**src/rtl/hazard_pkg.sv**
```systemverilog
// Shared types for the pipeline hazard controller.
// Holds the sequencer state encoding and the zero-register index.
package hazard_pkg;

  typedef enum logic [1:0] {
    RUN       = 2'd0,
    IRQ_DRAIN = 2'd1,
    IRQ_ENTER = 2'd2
  } state_t;

  localparam logic [4:0] REG_ZERO = 5'd0;

endpackage

```
**src/rtl/pipeline_hazard_ctrl_if.sv**
```systemverilog
// Hazard bundle between the pipeline datapath (master) and the
// stall/flush sequencer (slave).
interface pipeline_hazard_ctrl_if;
  import hazard_pkg::*;

  logic [4:0] ID_Rs;
  logic [4:0] ID_Rt;
  logic       ID_UsesRs;
  logic       ID_UsesRt;
  logic       ID_isJump;
  logic       EX_MemRd;
  logic [4:0] EX_Rt;
  logic       EX_isBranch;
  logic       EX_BranchTaken;
  logic       MemBusy;
  logic       IRQ;
  logic       IRQ_Return;

  logic       PC_Write;
  logic       IF_ID_Write;
  logic       IF_ID_Flush;
  logic       ID_EX_Flush;
  logic       Pipe_Hold;
  logic       IRQ_Take;
  logic       IRQ_Redirect;

  modport master (
    output ID_Rs, ID_Rt,
    output ID_UsesRs, ID_UsesRt,
    output ID_isJump, EX_MemRd,
    output EX_Rt, EX_isBranch,
    output EX_BranchTaken, MemBusy,
    output IRQ, IRQ_Return,
    input  PC_Write, IF_ID_Write,
    input  IF_ID_Flush, ID_EX_Flush,
    input  Pipe_Hold, IRQ_Take,
    input  IRQ_Redirect
  );

  modport slave (
    input  ID_Rs, ID_Rt,
    input  ID_UsesRs, ID_UsesRt,
    input  ID_isJump, EX_MemRd,
    input  EX_Rt, EX_isBranch,
    input  EX_BranchTaken, MemBusy,
    input  IRQ, IRQ_Return,
    output PC_Write, IF_ID_Write,
    output IF_ID_Flush, ID_EX_Flush,
    output Pipe_Hold, IRQ_Take,
    output IRQ_Redirect
  );

endinterface

```
**src/rtl/hazard_load_use_cmp.sv**
```systemverilog
// Combinational load-use detector; shared with the forwarding unit.
// A load into $zero never creates a dependency.
module hazard_load_use_cmp
  import hazard_pkg::*;
(
  input  logic       ex_mem_rd,
  input  logic [4:0] ex_rt,
  input  logic [4:0] id_rs,
  input  logic [4:0] id_rt,
  input  logic       uses_rs,
  input  logic       uses_rt,
  output logic       hit
);

  logic rs_hit;
  logic rt_hit;

  assign rs_hit = uses_rs && (id_rs == ex_rt);
  assign rt_hit = uses_rt && (id_rt == ex_rt);

  assign hit = ex_mem_rd
            && (ex_rt != REG_ZERO)
            && (rs_hit || rt_hit);

endmodule

```
**src/rtl/pipeline_hazard_ctrl.sv**
```systemverilog
// Stall/flush/IRQ-entry sequencer for the 5-stage pipeline.
// Optional perf counters: define HAZARD_PERF_CNT_EN.
module pipeline_hazard_ctrl
  import hazard_pkg::*;
#(
  parameter int IRQ_DRAIN_CYCLES = 3
) (
  input  logic                  clk,
  input  logic                  reset,
  pipeline_hazard_ctrl_if.slave hz,
  output logic [31:0]           stall_cnt,
  output logic [31:0]           flush_cnt
);

  localparam int CW = $clog2(IRQ_DRAIN_CYCLES + 1);
  localparam logic [CW-1:0] DCNT_LOAD =
    CW'(IRQ_DRAIN_CYCLES - 1);

  state_t        state;
  state_t        state_n;
  logic          irq_mask;
  logic          mask_n;
  logic [CW-1:0] dcnt;
  logic [CW-1:0] dcnt_n;
  logic          load_use;

  logic pc_write;
  logic if_id_write;
  logic if_id_flush;
  logic id_ex_flush;
  logic pipe_hold;
  logic irq_take;
  logic irq_redirect;

  hazard_load_use_cmp u_lu (
    .ex_mem_rd (hz.EX_MemRd),
    .ex_rt     (hz.EX_Rt),
    .id_rs     (hz.ID_Rs),
    .id_rt     (hz.ID_Rt),
    .uses_rs   (hz.ID_UsesRs),
    .uses_rt   (hz.ID_UsesRt),
    .hit       (load_use)
  );

  always_ff @(posedge clk) begin
    if (!reset) begin
      state    <= RUN;
      irq_mask <= 1'b0;
      dcnt     <= '0;
    end else begin
      state    <= state_n;
      irq_mask <= mask_n;
      dcnt     <= dcnt_n;
    end
  end

  always_comb begin
    pc_write     = 1'b1;
    if_id_write  = 1'b1;
    if_id_flush  = 1'b0;
    id_ex_flush  = 1'b0;
    pipe_hold    = 1'b0;
    irq_take     = 1'b0;
    irq_redirect = 1'b0;
    state_n      = state;
    mask_n       = irq_mask;
    dcnt_n       = dcnt;

    if (!reset) begin
      pc_write    = 1'b0;
      if_id_write = 1'b0;
      if_id_flush = 1'b1;
      id_ex_flush = 1'b1;
    end else if (hz.MemBusy) begin
      // whole pipe frozen, sequencer state included
      pc_write    = 1'b0;
      if_id_write = 1'b0;
      pipe_hold   = 1'b1;
    end else begin
      if (hz.IRQ_Return)
        mask_n = 1'b0;
      unique case (state)
        RUN: begin
          if (hz.EX_BranchTaken) begin
            if_id_flush = 1'b1;
            id_ex_flush = 1'b1;
          end else if (load_use) begin
            pc_write    = 1'b0;
            if_id_write = 1'b0;
            id_ex_flush = 1'b1;
          end else if (hz.ID_isJump) begin
            if_id_flush = 1'b1;
          end else if (hz.IRQ && !irq_mask
                       && !hz.EX_isBranch) begin
            irq_take    = 1'b1;
            pc_write    = 1'b0;
            if_id_flush = 1'b1;
            id_ex_flush = 1'b1;
            dcnt_n      = DCNT_LOAD;
            state_n     = IRQ_DRAIN;
          end
        end
        IRQ_DRAIN: begin
          pc_write    = 1'b0;
          if_id_flush = 1'b1;
          id_ex_flush = 1'b1;
          if (dcnt == '0)
            state_n = IRQ_ENTER;
          else
            dcnt_n = dcnt - 1'b1;
        end
        IRQ_ENTER: begin
          irq_redirect = 1'b1;
          if_id_flush  = 1'b1;
          id_ex_flush  = 1'b1;
          mask_n       = 1'b1;
          state_n      = RUN;
        end
        default: state_n = RUN;
      endcase
    end
  end

  assign hz.PC_Write     = pc_write;
  assign hz.IF_ID_Write  = if_id_write;
  assign hz.IF_ID_Flush  = if_id_flush;
  assign hz.ID_EX_Flush  = id_ex_flush;
  assign hz.Pipe_Hold    = pipe_hold;
  assign hz.IRQ_Take     = irq_take;
  assign hz.IRQ_Redirect = irq_redirect;

`ifdef HAZARD_PERF_CNT_EN
  logic stall_ev;
  logic flush_ev;

  assign stall_ev = reset && (hz.MemBusy
    || (state == RUN && load_use
        && !hz.EX_BranchTaken));
  assign flush_ev = reset && (state == RUN)
    && if_id_flush;

  always_ff @(posedge clk) begin
    if (!reset) begin
      stall_cnt <= '0;
      flush_cnt <= '0;
    end else begin
      if (stall_ev)
        stall_cnt <= stall_cnt + 32'd1;
      if (flush_ev)
        flush_cnt <= flush_cnt + 32'd1;
    end
  end
`else
  assign stall_cnt = 32'd0;
  assign flush_cnt = 32'd0;
`endif

endmodule
```
**src/flat_wrapper.sv**
```systemverilog
// flat-port wrapper written by rule: the top's interface ports become plain ports
module pipeline_hazard_ctrl_flat import hazard_pkg::*;
#(
  parameter int IRQ_DRAIN_CYCLES = 3
)
  (clk, reset, stall_cnt, flush_cnt, hz_ID_Rs, hz_ID_Rt, hz_ID_UsesRs, hz_ID_UsesRt, hz_ID_isJump, hz_EX_MemRd, hz_EX_Rt, hz_EX_isBranch, hz_EX_BranchTaken, hz_MemBusy, hz_IRQ, hz_IRQ_Return, hz_PC_Write, hz_IF_ID_Write, hz_IF_ID_Flush, hz_ID_EX_Flush, hz_Pipe_Hold, hz_IRQ_Take, hz_IRQ_Redirect);
  pipeline_hazard_ctrl_if hz_i ();
  input  logic clk;
  input  logic reset;
  output logic [31:0] stall_cnt;
  output logic [31:0] flush_cnt;
  input wire logic [$bits(hz_i.ID_Rs)-1:0] hz_ID_Rs;
  input wire logic [$bits(hz_i.ID_Rt)-1:0] hz_ID_Rt;
  input wire logic [$bits(hz_i.ID_UsesRs)-1:0] hz_ID_UsesRs;
  input wire logic [$bits(hz_i.ID_UsesRt)-1:0] hz_ID_UsesRt;
  input wire logic [$bits(hz_i.ID_isJump)-1:0] hz_ID_isJump;
  input wire logic [$bits(hz_i.EX_MemRd)-1:0] hz_EX_MemRd;
  input wire logic [$bits(hz_i.EX_Rt)-1:0] hz_EX_Rt;
  input wire logic [$bits(hz_i.EX_isBranch)-1:0] hz_EX_isBranch;
  input wire logic [$bits(hz_i.EX_BranchTaken)-1:0] hz_EX_BranchTaken;
  input wire logic [$bits(hz_i.MemBusy)-1:0] hz_MemBusy;
  input wire logic [$bits(hz_i.IRQ)-1:0] hz_IRQ;
  input wire logic [$bits(hz_i.IRQ_Return)-1:0] hz_IRQ_Return;
  output wire logic [$bits(hz_i.PC_Write)-1:0] hz_PC_Write;
  output wire logic [$bits(hz_i.IF_ID_Write)-1:0] hz_IF_ID_Write;
  output wire logic [$bits(hz_i.IF_ID_Flush)-1:0] hz_IF_ID_Flush;
  output wire logic [$bits(hz_i.ID_EX_Flush)-1:0] hz_ID_EX_Flush;
  output wire logic [$bits(hz_i.Pipe_Hold)-1:0] hz_Pipe_Hold;
  output wire logic [$bits(hz_i.IRQ_Take)-1:0] hz_IRQ_Take;
  output wire logic [$bits(hz_i.IRQ_Redirect)-1:0] hz_IRQ_Redirect;
  assign hz_i.ID_Rs = hz_ID_Rs;
  assign hz_i.ID_Rt = hz_ID_Rt;
  assign hz_i.ID_UsesRs = hz_ID_UsesRs;
  assign hz_i.ID_UsesRt = hz_ID_UsesRt;
  assign hz_i.ID_isJump = hz_ID_isJump;
  assign hz_i.EX_MemRd = hz_EX_MemRd;
  assign hz_i.EX_Rt = hz_EX_Rt;
  assign hz_i.EX_isBranch = hz_EX_isBranch;
  assign hz_i.EX_BranchTaken = hz_EX_BranchTaken;
  assign hz_i.MemBusy = hz_MemBusy;
  assign hz_i.IRQ = hz_IRQ;
  assign hz_i.IRQ_Return = hz_IRQ_Return;
  assign hz_PC_Write = hz_i.PC_Write;
  assign hz_IF_ID_Write = hz_i.IF_ID_Write;
  assign hz_IF_ID_Flush = hz_i.IF_ID_Flush;
  assign hz_ID_EX_Flush = hz_i.ID_EX_Flush;
  assign hz_Pipe_Hold = hz_i.Pipe_Hold;
  assign hz_IRQ_Take = hz_i.IRQ_Take;
  assign hz_IRQ_Redirect = hz_i.IRQ_Redirect;
  pipeline_hazard_ctrl #(.IRQ_DRAIN_CYCLES(IRQ_DRAIN_CYCLES)) u_core (.clk(clk), .reset(reset), .hz(hz_i), .stall_cnt(stall_cnt), .flush_cnt(flush_cnt));
endmodule
```
**config.mk**
```make
export PLATFORM = sky130hd
export DESIGN_NAME = pipeline_hazard_ctrl_flat
export DESIGN_NICKNAME = d
export VERILOG_FILES = /design/src/rtl/hazard_pkg.sv /design/src/rtl/pipeline_hazard_ctrl_if.sv /design/src/rtl/hazard_load_use_cmp.sv /design/src/rtl/pipeline_hazard_ctrl.sv /design/src/flat_wrapper.sv
export SDC_FILE = /design/constraint.sdc
export NUM_CORES = 1
export LEC_CHECK = 0
export ABC_CLOCK_PERIOD_IN_PS = 2040
export CORE_MARGIN = 4
export CORE_UTILIZATION = 31
export CTS_CLUSTER_SIZE = 40
export DETAILED_ROUTE_END_ITERATION = 12
export GPL_ROUTABILITY_DRIVEN = 1
export PLACE_DENSITY = 0.8
export SLEW_MARGIN = 20
export SYNTH_ARGS = -nofsm -noshare
export SYNTH_HDL_FRONTEND = slang
export SYNTH_SLANG_ARGS = --single-unit
```
**constraint.sdc**
```tcl
create_clock -name clk -period 2.04 [get_ports clk]
set_input_delay 0.306 -clock clk [delete_from_list [all_inputs] [get_ports clk]]
set_output_delay 0.306 -clock clk [all_outputs]
set_load 0.005 [all_outputs]
```
# Word-level counts from Yosys, hierarchy flattened
# Cells that the tools add are included.
[classes] n_addsub=1 n_eq_ne=10 muxes=49 bitwise=1 reduce_logical=18
[ops] operator="$mux W1" n=34
[ops] operator="$mux W2" n=10
[ops] operator="$eq A5 B5 Y1" n=2
[ops] operator="$ne A2 B2 Y1 const B" n=4
[ops] operator="$pmux W2 S2" n=2
[ops] operator="$reduce_and A7 Y1" n=1
[ops] operator="$logic_and A1 B1 Y1" n=6
[ops] operator="$pmux W1 S2" n=3
[ops] operator="$reduce_and A6 Y1" n=1
[ops] operator="$reduce_bool A5 Y1" n=1
[ops] operator="$logic_not A2 Y1" n=2
[ops] operator="$ne A2 B1 Y1 const B" n=2
[ops] operator="$reduce_bool A2 Y1" n=2
[ops] operator="$eq A2 B1 Y1 const B" n=1
[ops] operator="$eq A2 B2 Y1 const B" n=1
[ops] operator="$logic_not A1 Y1" n=2
[ops] operator="$reduce_and A2 Y1" n=1
[ops] operator="$reduce_or A2 Y1" n=1
[ops] operator="$sub A2 B1 Y2 const B" n=1
[ops] operator="$logic_or A1 B1 Y1" n=1
[ops] operator="$not A1 Y1" n=1
[totals] reg_bits=5 output_inout_bits=71 elab_cells=82

# Logic depth before layout (Yosys ltp)
# Gate-level depths: netlist of the first run.
[logic_depth] ltp_word=10 mapped_depth=7 mapped_depth_nobuf=7

# By module
# From an unflattened synthesis of the first run, not the netlist that was laid out.
[unflattened] cells_unflattened=141 area_unflattened_um2=1083.5
[by_module_without_submodules] module="pipeline_hazard_ctrl" n_inst=1 cells_each=124 area_each_um2=949.7 seq_area_each_um2=100.1
[by_module_without_submodules] module="hazard_load_use_cmp" n_inst=1 cells_each=17 area_each_um2=133.9 seq_area_each_um2=0.0

# Least setup slack after synthesis of the first run
# OpenSTA, ideal clock, no wires.
[synth_timing] kind="reg-to-reg" start="register u_core.irq_mask" end="register u_core.dcnt[0]" setup_time_ns=0.070 t_arrival_ns=1.737 t_required_ns=1.970 path_slack_ns=0.233 path_stages_with_launch=7 n_path_buf=0 synth_period_minus_slack_ns=1.807 cell_sequence="dfxtp_1 > or4b_4 > nor3_2 > o2bb2ai_2 > a21oi_2 > or4_1 > a21oi_1"
[synth_via] elab_chain_len=5
[synth_lines] item="start, declared" line="pipeline_hazard_ctrl.sv:21" rtl="logic irq_mask;"
[synth_lines] item="start signal, assigned" line="pipeline_hazard_ctrl.sv:52" rtl="irq_mask <= mask_n;"
[synth_lines] item="$logic_not A1 Y1" line="pipeline_hazard_ctrl.sv:93" rtl="end else if (hz.IRQ && !irq_mask"
[synth_lines] item="$logic_and A1 B1 Y1" line="pipeline_hazard_ctrl.sv:93"
[synth_lines] item="$logic_and A1 B1 Y1" line="pipeline_hazard_ctrl.sv:94" rtl="&& !hz.EX_isBranch) begin"
[synth_lines] item="$ne A2 B1 Y1 (no line)"
[synth_lines] item="$reduce_and A7 Y1 (no line)"
[synth_lines] item="end signal, assigned" line="pipeline_hazard_ctrl.sv:53" rtl="dcnt <= dcnt_n;"
[synth_lines] item="end, declared" line="pipeline_hazard_ctrl.sv:23" rtl="logic [CW-1:0] dcnt;"
# No other way between the ends.
# A chain may end at the register's enable or synchronous reset.

# Worst setup path after layout of the first run
[layout_timing] start="input port hz_EX_Rt[4]" end="output port hz_IF_ID_Flush"
[layout_via] elab_chain_len=9
[layout_lines] item="start, declared" line="flat_wrapper.sv:18" rtl="input wire logic [$bits(hz_i.EX_Rt)-1:0] hz_EX_Rt;"
[layout_lines] item="$eq A5 B5 Y1 (on tied branches)" line="hazard_load_use_cmp.sv:18, hazard_load_use_cmp.sv:19"
[layout_lines] item="$logic_and A1 B1 Y1 (on tied branches)" line="hazard_load_use_cmp.sv:18, hazard_load_use_cmp.sv:19"
[layout_lines] item="$logic_or A1 B1 Y1" line="hazard_load_use_cmp.sv:23" rtl="&& (rs_hit || rt_hit);"
[layout_lines] item="$logic_and A1 B1 Y1 *" line="hazard_load_use_cmp.sv:23"
[layout_lines] item="$mux W1 *" line="pipeline_hazard_ctrl.sv:87" rtl="end else if (load_use) begin"
[layout_lines] item="$mux W1 *" line="pipeline_hazard_ctrl.sv:84" rtl="if (hz.EX_BranchTaken) begin"
[layout_lines] item="$pmux W1 S2 *" line="pipeline_hazard_ctrl.sv:82" rtl="unique case (state)"
[layout_lines] item="$mux W1 *" line="pipeline_hazard_ctrl.sv:74" rtl="end else if (hz.MemBusy) begin"
[layout_lines] item="$mux W1 *" line="pipeline_hazard_ctrl.sv:69" rtl="if (!reset) begin"
[layout_lines] item="end, declared" line="flat_wrapper.sv:26" rtl="output wire logic [$bits(hz_i.IF_ID_Flush)-1:0] hz_IF_ID_Flush;"
# Every way passes the cells marked *; elsewhere a longest branch is shown, timed or not.

==> results of run 1 <==
==> cell families after synthesis <==
family | Yosys count
compound gates | 24
xor+xnor | 10
fa+ha+maj | 6
buf+inv | 73
flops | 5
other cells | 1
simple gates | 21
==> repair_timing <==
item | CTS | global route
buffers inserted | 3 | 1
resized for setup | 72 | 14
endpoints found under the setup margin | 9 | 9
gates cloned | 0 | 0
pin swaps | 20 | 17
==> metal layers <==
metal	part of all wire (%)	track usage, %	vias up	wire (um)
li1	-	-	446	-
met1	37	11.6	424	945
met2	50	18.3	61	1270
met3	12	1.85	4	305
met4	1.3	3.80	0	34
met5	0	0	-	0
==> path summary, 6_finish.rpt <==
check                                     from                     endpoint  slack [ns]  cells past startpoint
setup / recovery                   hz_EX_Rt[4]               hz_IF_ID_Flush       -0.01                      8
setup reg to reg  u_core.irq_mask$_SDFFE_PN0P_  u_core.dcnt[0]$_SDFFE_PN0P_        0.07                      7
hold / removal     u_core.dcnt[1]$_SDFFE_PN0P_  u_core.dcnt[1]$_SDFFE_PN0P_        0.51                      2
hold reg to reg    u_core.dcnt[1]$_SDFFE_PN0P_  u_core.dcnt[1]$_SDFFE_PN0P_        0.51                      2
==> stage by stage <==
step / area [um^2] / setup TNS [ns] / power [uW] / hold slack (ns) / setup slack [ns]
after floorplan: 1310 / 0 / 358 / 0.450 / 0.233
after global placement: 1330 / -5.28 / 409 / 0.463 / -0.775
after detailed placement: 1330 / -5.34 / 415 / 0.463 / -0.772
after CTS: 1370 / -0.0176 / 534 / 0.489 / -0.0176
after global routing: 1410 / -0.240 / 603 / 0.530 / -0.0835
final: 1410 / -0.00988 / 552 / 0.511 / -0.00988
==> power by group <==
group          internal, uW  switching (uW)
registers               110            6.11
clock network          74.3            46.7
logic                   146             169
==> final cells by class <==
cell class / count / area (um^2) / share of cell area, %
Clock buffer: 4 / 26.3 / 1.86
Sequential cell: 5 / 100 / 7.09
Timing Repair Buffer: 52 / 410 / 29.1
Inverter: 9 / 33.8 / 2.39
Multi-Input combinational cell: 125 / 783 / 55.5
Tap cell: 46 / 57.6 / 4.08
==> critical path, delay by kind of cell <==
kind            cells  cell delay (ns)
compound gates      4             0.52
buf+inv             3             0.36
simple gates        1             0.55
==> flip-flops by register name, summed over array words and instances, names as in the netlist <==
signal and count:
u_core.dcnt 2, u_core.state 2, u_core.irq_mask 1
==> Yosys cell counts <==
library cell | number | area (um^2)
buf_4 | 64 | 480
inv_1 | 9 | 33.8
o21ai_0 | 8 | 40.0
xor2_1 | 8 | 70.1
a21oi_1 | 6 | 30.0
ha_1 | 6 | 75.1
dfxtp_1 | 5 | 100
nor2_1 | 5 | 18.8
nor4_1 | 3 | 18.8
a211o_1 | 2 | 17.5
and2_1 | 2 | 12.5
nand2_1 | 2 | 7.51
or4_1 | 2 | 15.0
xnor2_1 | 2 | 17.5
a21oi_2 | 1 | 8.76
a311oi_1 | 1 | 8.76
a31oi_1 | 1 | 6.26
a32oi_1 | 1 | 8.76
and2_0 | 1 | 6.26
conb_1 | 1 | 3.75
nand2b_1 | 1 | 6.26
nor3_2 | 1 | 10.0
nor3b_1 | 1 | 7.51
nor4b_1 | 1 | 8.76
o21ai_2 | 1 | 8.76
o221a_2 | 1 | 11.3
o22ai_1 | 1 | 6.26
o2bb2ai_2 | 1 | 15.0
or3b_1 | 1 | 8.76
or4b_4 | 1 | 13.8
==> impl_metrics.csv, run 1 <==
group,metric,value,unit
status,status,"complete, but fails checks",
status,violations,"negative setup slack",
grt,antenna_found_initial,0,
power,p_per_area,391,nW/um^2
critical_path,max_stage_delay,0.55,ns
sta,setup_viol,1,
place,place_hpwl,2.06,mm
grt,grt_overflow,0,
logic_synthesis,synth_area_per_cell,7.69,um^2
critical_path,worstSetupPathType,"input pin to primary output",
die,initial_core_util,32.2,%
final_layout,syn_to_final_growth,31.2,%
routing,avgRoutedWirePerCell,10.6,um
final_layout,final_common_cell,"conb_1",
logic_synthesis,seq_area_frac_synth,9.30,%
logic_synthesis,synth-xor-area-share,8.14,%
critical_path,crit_fanout,3,
place,placed_cells,233,
sta,maxSlewViolCount,0,
place,gp_congestion,0.744,
routing,vias,935,
critical_path,cpMaxStageDelayCell,"or4_4",
clock_network,clkTransAtPathRegs,0.05,ns
clock_network,cts_sinks,5,
die,dieWidth,66.9,um
routing,route.detailed.drc,0,
logic_synthesis,ys_ff_latch,5,
job,cap_violations,0,
final_layout,final_cell_mix,"64 x conb_1, 19 x buf_4, 10 x buf_2",
die,die_h,66.9,um
sta,fmax,0.488,GHz
clock_network,clk_latency,0.25,ns
critical_path,arrival,1.74,ns
routing,wl,2.55,mm
die,core,3340,um^2
clock_network,root_buffer,"clkbuf_4",
routing,ant_nets,0,
final_layout,nFillCells,346,
clock_network,cts_tree,"yes",
logic_synthesis,synth_compound_area_share,15.0,%
sta,finalClockSkew,0.00315,ns
logic_synthesis,synth_top_family_by_area,"buffers and inverters",
grt,grt_pass1_wl,3.44,mm
final_layout,fin_cells,241,
logic_synthesis,netlist_instances,140,
final_layout,antenna_cells,0,
logic_synthesis,synthSimpleGateAreaFrac,12.4,%
routing,vias_per_cell,3.88,
critical_path,cp_cell_sequence,"buf_4 > or4_4 > o21ai_4 > buf_6 > o22ai_1 > a21oi_1 > a211o_1 > buf_2",
place,port_buffers,32,
logic_synthesis,yosys-mux-area-fraction,0,%
grt,grt_use_total,10.1,%
sta,period_needed,2.05,ns
power,p_leak,0.000722,uW
logic_synthesis,synthAdderAreaFrac,6.98,%
worst_hold_path,holdCritPathClass,"flop to flop",
routing,drt_pre_antenna_iters,4,
sta,layout_setup_ws,-0.00988,ns
grt,grt_max_degree,9,
clock_network,htreeDepth,1,
critical_path,end_kind,"primary output",
die,boundaryPins,97,
logic_synthesis,synth_cell_type_count,30,
die,die_area,4480,um^2
critical_path,required,1.73,ns
sta,final-hold-violation-count,0,
clock_network,cts.hold.buffers_added,0,
sta,grt_setup_unrepaired,"true",
final_layout,fin_nets,228,
logic_synthesis,yosysWarnings,0,
final_layout,drive_above_1_share,27.7,%
power,irDropWorstVdd,119,uV
die,std_cell_rows,21,
routing,drt_first_iter_violations,35,
sta,post-route-period-util,100,%
clock_network,clock_path_buffers,2,
critical_path,start_kind,"input pin",
final_layout,final_util,42.3,%
logic_synthesis,synth_area,1080,um^2
clock_network,numCtsBuffers,3,
grt,grt_pass1_vias,795,
(Power assumes the default switching activity.)
==> run 2: changes to the inputs <==
--- a/config.mk
+++ b/config.mk
@@ -11,7 +11,7 @@
 export CTS_CLUSTER_SIZE = 40
 export DETAILED_ROUTE_END_ITERATION = 12
 export GPL_ROUTABILITY_DRIVEN = 1
-export PLACE_DENSITY = 0.8
+export PLACE_DENSITY = 0.84
 export SLEW_MARGIN = 20
 export SYNTH_ARGS = -nofsm -noshare
 export SYNTH_HDL_FRONTEND = slang
==> run 2 against run 1 <==
The flow still finishes with violations (negative setup slack). First-iteration DRC count decreased by 80%. Sequential share of layout area decreased by 0.58 points. Fmax decreased by 1.8%. Global-route usage increased by 1.3 points. Combinational power increased by 9.5%. Setup slack got worse by 0.038 ns. Wire length increased by 2.3%. Critical path depth increased by 1. Register-to-register slack improved by 0.07 ns. Non-clock buffer count increased by 7. Flip-flop and latch count unchanged.
==> impl_metrics.csv, run 2 (synthesized netlist as in run 1, its figures left out) <==
group,metric,value,unit
worst_hold_path,holdCritPathClass,"flop to flop",
die,boundaryPins,97,
routing,ant_nets,0,
power,clock_power_share,20.8,%
grt,grt_max_degree,9,
critical_path,worstSetupPathType,"input pin to primary output",
grt,grt_pass1_vias,929,
clock_network,cts_tree,"yes",
status,violations,"negative setup slack",
final_layout,drive_above_1_share,33.2,%
clock_network,cts.hold.buffers_added,0,
sta,layout_setup_ws,-0.0477,ns
power,p_sw,231,uW
clock_network,numCtsBuffers,3,
clock_network,root_buffer,"clkbuf_4",
sta,finalClockSkew,0.00277,ns
power,p_int,351,uW
final_layout,largestRegisters,"u_core.dcnt: 2 flops, u_core.state: 2 flops, u_core.irq_mask: 1 flops",
critical_path,critPathBufInv,3,
routing,drt_pre_antenna_iters,3,
die,core,3340,um^2
die,std_cell_rows,21,
routing,route.detailed.drc,0,
status,status,"complete, but fails checks",
routing,met2_length,1.37,mm
critical_path,cpLargestDelayFamily,"compound AO/OA/AOI/OAI gates",
power,irDropWorstVdd,125,uV
grt,antenna_found_initial,0,
sta,maxSlewViolCount,0,
sta,fmax,0.479,GHz
final_layout,final_common_cell,"conb_1",
critical_path,cp-startpoint,"hz_EX_Rt[3]",
place,post-place-ws,-0.757,ns
die,die_area,4480,um^2
critical_path,cpMaxStageDelayCell,"nor4_4",
critical_path,end_kind,"primary output",
critical_path,cp_cell_sequence,"buf_8 > buf_6 > xor2_4 > nor4_4 > a32oi_2 > o22ai_1 > a21oi_1 > a211o_1 > buf_2",
critical_path,arrival,1.78,ns
critical_path,start_kind,"input pin",
critical_path,required,1.73,ns
routing,drt_first_iter_violations,7,
power,p_comb_share,59.3,%
final_layout,final_cell_mix,"64 x conb_1, 22 x buf_4, 9 x inv_1, 9 x buf_2, 8 x clkdlybuf4s50_1",
worst_hold_path,hp-start,"u_core.dcnt[1]$_SDFFE_PN0P_",
die,initial_core_util,32.2,%
sta,setup_viol,2,
final_layout,antenna_cells,0,
critical_path,crit_fanout,3,
place,gp_congestion,0.837,
power,p_per_area,379,nW/um^2
grt,grt_overflow,0,
routing,top_layer_used,"met4",
final_layout,fin_cells,248,
routing,vias_per_cell,3.90,
die,die_h,66.9,um
grt,grt_use_total,11.4,%
final_layout,nFillCells,346,
final_layout,fin_nets,235,
place,place_hpwl,2.10,mm
die,dieWidth,66.9,um
sta,period_needed,2.09,ns
sta,post-route-period-util,102,%
sta,final-hold-violation-count,0,
power,pwr-share-seq,19.9,%
clock_network,clk_latency,0.25,ns
final_layout,syn_to_final_growth,42.8,%
routing,wl,2.61,mm
job,cap_violations,0,
routing,route.met3.wl,327,um
critical_path,max_stage_delay,0.28,ns
routing,drt-met1-wl,827,um
power,p_leak,0.000768,uW
sta,grt_setup_unrepaired,"true",
place,placed_cells,238,
routing,avgRoutedWirePerCell,10.5,um
place,port_buffers,32,
clock_network,cts_sinks,5,
critical_path,r2r-start,"u_core.irq_mask$_SDFFE_PN0P_",
clock_network,clock_path_buffers,2,
clock_network,clkTransAtPathRegs,0.05,ns
clock_network,htreeDepth,1,
power,switching_share,39.7,%
grt,grt_pass1_wl,3.80,mm
routing,vias,967,
[run 2: changes by cell type in the layout (fill, tap and decap cells not counted), sizes merged]
cell	previous run	this run
buf	31	38
dlygate4sd2	6	4
clkbuf	6	8
[run 2: cell type report]
cell class | instances | area (um^2) | area share, %
inverter | 9 | 33.8 | 2.20
timing repair buffer | 59 | 480 | 31.3
clock buffer | 4 | 26.3 | 1.71
sequential | 5 | 100 | 6.51
tap | 46 | 57.6 | 3.75
multi-input combinational | 125 | 838 | 54.6
[run 2: stage by stage]
step / setup TNS (ns) / total power, uW / utilization (%) / instance area, um^2 / hold slack [ns]
2_1_floorplan: 0 / 358 / - / 1310 / 0.450
3_3_place_gp: -4.73 / 426 / 41.0 / 1370 / 0.459
3_5_place_dp: -5.12 / 433 / 41.0 / 1370 / 0.468
4_1_cts: -0.0542 / 563 / 43.3 / 1450 / 0.475
5_1_grt: -0.344 / 633 / 46.0 / 1540 / 0.511
6_report: -0.0652 / 582 / 46.0 / 1540 / 0.478
[run 2: metal layers]
metal | vias up | track usage [%]
met5 | - | 0
met1 | 431 | 10.5
li1 | 460 | -
met4 | 0 | 7.09
met2 | 66 | 21.3
met3 | 10 | 3.88
[run 2: worst min-delay path: stages, from the launching register on]
cell and delay, ns:
dfxtp_1 0.30, o21ai_0 0.07, a21oi_1 0.06
[run 2: final timing paths]
path	slack, ns	to	cells past startpoint
worst max-delay path	-0.05	hz_IF_ID_Flush	9
worst min-delay path	0.48	u_core.dcnt[1]$_SDFFE_PN0P_	2
worst max register to register	0.14	u_core.dcnt[0]$_SDFFE_PN0P_	7
worst min register to register	0.48	u_core.dcnt[1]$_SDFFE_PN0P_	2
[run 2: repair_timing]
action	in CTS	in global routing
setup buffers	5	1
setup endpoints to repair	9	8
pin swaps	25	21
resized for setup	76	27
[run 2: power groups by stage]
stage	logic, uW	clock network, uW	registers [uW]
global route	384	131	117
CTS	321	127	116
detailed placement	315	0	117
global placement	309	0	117
floorplan	239	0	119
finish	345	121	116
==> run 3: changes to the inputs <==
--- a/config.mk
+++ b/config.mk
@@ -8,9 +8,10 @@
 export ABC_CLOCK_PERIOD_IN_PS = 2040
 export CORE_MARGIN = 4
 export CORE_UTILIZATION = 31
-export CTS_CLUSTER_SIZE = 40
+export CTS_CLUSTER_SIZE = 24
 export DETAILED_ROUTE_END_ITERATION = 12
 export GPL_ROUTABILITY_DRIVEN = 1
+export MAX_ROUTING_LAYER = met4
 export PLACE_DENSITY = 0.84
 export SLEW_MARGIN = 20
 export SYNTH_ARGS = -nofsm -noshare
==> run 3 against run 2 <==
The run still ends with negative setup slack left. Hold slack hardly changed. Global-route usage grew 0.29 points. Sequential share of layout area is the same. Critical path type unchanged.
==> impl_metrics.csv, run 3 (synthesized netlist as in run 1, its figures left out) <==
group,metric,value,unit
sta,maxSlewViolCount,0,
routing,vias,964,
routing,ant_nets,0,
status,violations,"negative setup slack",
clock_network,clock_path_buffers,2,
power,p_per_area,379,nW/um^2
status,status,"complete, but fails checks",
critical_path,required,1.73,ns
clock_network,htreeDepth,1,
critical_path,end_kind,"primary output",
critical_path,worstSetupPathType,"input pin to primary output",
sta,tns,-0.0718,ns
final_layout,final_util,46.0,%
routing,vias_per_cell,3.89,
grt,antenna_found_initial,0,
grt,grt_max_degree,9,
sta,fmax,0.478,GHz
die,core,3340,um^2
sta,post-route-period-util,103,%
grt,grt_pass1_wl,3.81,mm
clock_network,cts.hold.buffers_added,0,
die,std_cell_rows,21,
routing,wl,2.61,mm
final_layout,final_cell_mix,"64 x conb_1, 22 x buf_4, 9 x inv_1, 9 x buf_2, 8 x clkdlybuf4s50_1",
sta,grt_setup_unrepaired,"true",
routing,route.detailed.drc,0,
clock_network,cts_tree,"yes",
sta,final-hold-violation-count,0,
sta,period_needed,2.09,ns
sta,setup_viol,2,
worst_hold_path,holdCritPathClass,"flop to flop",
critical_path,crit_fanout,3,
final_layout,largestRegisters,"u_core.dcnt: 2 flops, u_core.state: 2 flops, u_core.irq_mask: 1 flops",
routing,drt_pre_antenna_iters,3,
die,boundaryPins,97,
routing,avgRoutedWirePerCell,10.5,um
final_layout,antenna_cells,0,
place,port_buffers,32,
routing,drt_first_iter_violations,5,
die,die_area,4480,um^2
place,placed_cell_area,1370,um^2
die,initial_core_util,32.2,%
place,gp_congestion,0.850,
final_layout,final_common_cell,"conb_1",
grt,grt_overflow,0,
final_layout,fin_nets,235,
power,p_leak,0.000768,uW
die,dieWidth,66.9,um
job,cap_violations,0,
final_layout,syn_to_final_growth,42.8,%
die,die_h,66.9,um
critical_path,start_kind,"input pin",
power,irDropWorstVdd,125,uV
grt,grt_use_total,11.7,%
critical_path,arrival,1.79,ns
final_layout,design_area,1540,um^2
grt,grt_pass1_vias,928,
clock_network,root_buffer,"clkbuf_4",
sta,layout_setup_ws,-0.0511,ns
final_layout,nFillCells,346,
clock_network,cts_sinks,5,
sta,finalClockSkew,0.00277,ns
clock_network,clkTransAtPathRegs,0.05,ns
clock_network,numCtsBuffers,3,
clock_network,clk_latency,0.25,ns
final_layout,drive_above_1_share,33.2,%
place,place_hpwl,2.10,mm
[run 3: worst paths after layout]
kind	startpoint	end	slack (ns)	cells past startpoint
worst max-delay path	hz_EX_Rt[3]	hz_IF_ID_Flush	-0.05	9
worst min-delay path	u_core.dcnt[1]$_SDFFE_PN0P_	u_core.dcnt[1]$_SDFFE_PN0P_	0.48	2
worst max register to register	u_core.irq_mask$_SDFFE_PN0P_	u_core.dcnt[0]$_SDFFE_PN0P_	0.14	7
worst min register to register	u_core.dcnt[1]$_SDFFE_PN0P_	u_core.dcnt[1]$_SDFFE_PN0P_	0.48	2
[run 3: layer usage]
| layer | share of wire (%) | global-route usage [%] | vias up |
|---|---|---|---|
| met5 | 0 | - | - |
| met4 | 3.5 | 7.09 | 0 |
| met3 | 11 | 2.87 | 10 |
| met2 | 52 | 21.3 | 66 |
| met1 | 33 | 11.1 | 428 |
| li1 | - | - | 460 |
[run 3: what timing repair did]
action | in CTS | in global routing
setup endpoints to repair | 9 | 8
setup buffers | 5 | 1
pin swaps | 25 | 21
resized for setup | 76 | 27
[run 3: through the flow]
step / std cells / total power (uW) / setup WS, ns / hold WS, ns
finish: 248 / 582 / -0.0511 / 0.478
global route: 248 / 632 / -0.125 / 0.511
CTS: 247 / 563 / -0.0428 / 0.475
detailed placement: 238 / 433 / -0.757 / 0.468
global placement: 238 / 426 / -0.741 / 0.459
floorplan: 203 / 358 / 0.233 / 0.450
[run 3: cell type report]
class	count	area [um^2]	share of cell area (%)
flip-flops and latches	5	100	6.51
inverters	9	33.8	2.20
clock buffers	4	26.3	1.71
repair buffers	59	480	31.3
well taps	46	57.6	3.75
multi-input cells	125	838	54.6
[run 3: critical path, stage by stage]
cell and delay (ns):
buf_8 0.10, buf_6 0.12, xor2_4 0.18, nor4_4 0.28, a32oi_2 0.11, o22ai_1 0.20, a21oi_1 0.09, a211o_1 0.27
buf_2 0.13
[run 3: power by group]
part / total (uW) / switching (uW) / internal, uW
registers: 116 / 6.00 / 110
clock network: 121 / 46.8 / 74.4
logic: 345 / 178 / 167
total: 582 / 231 / 351
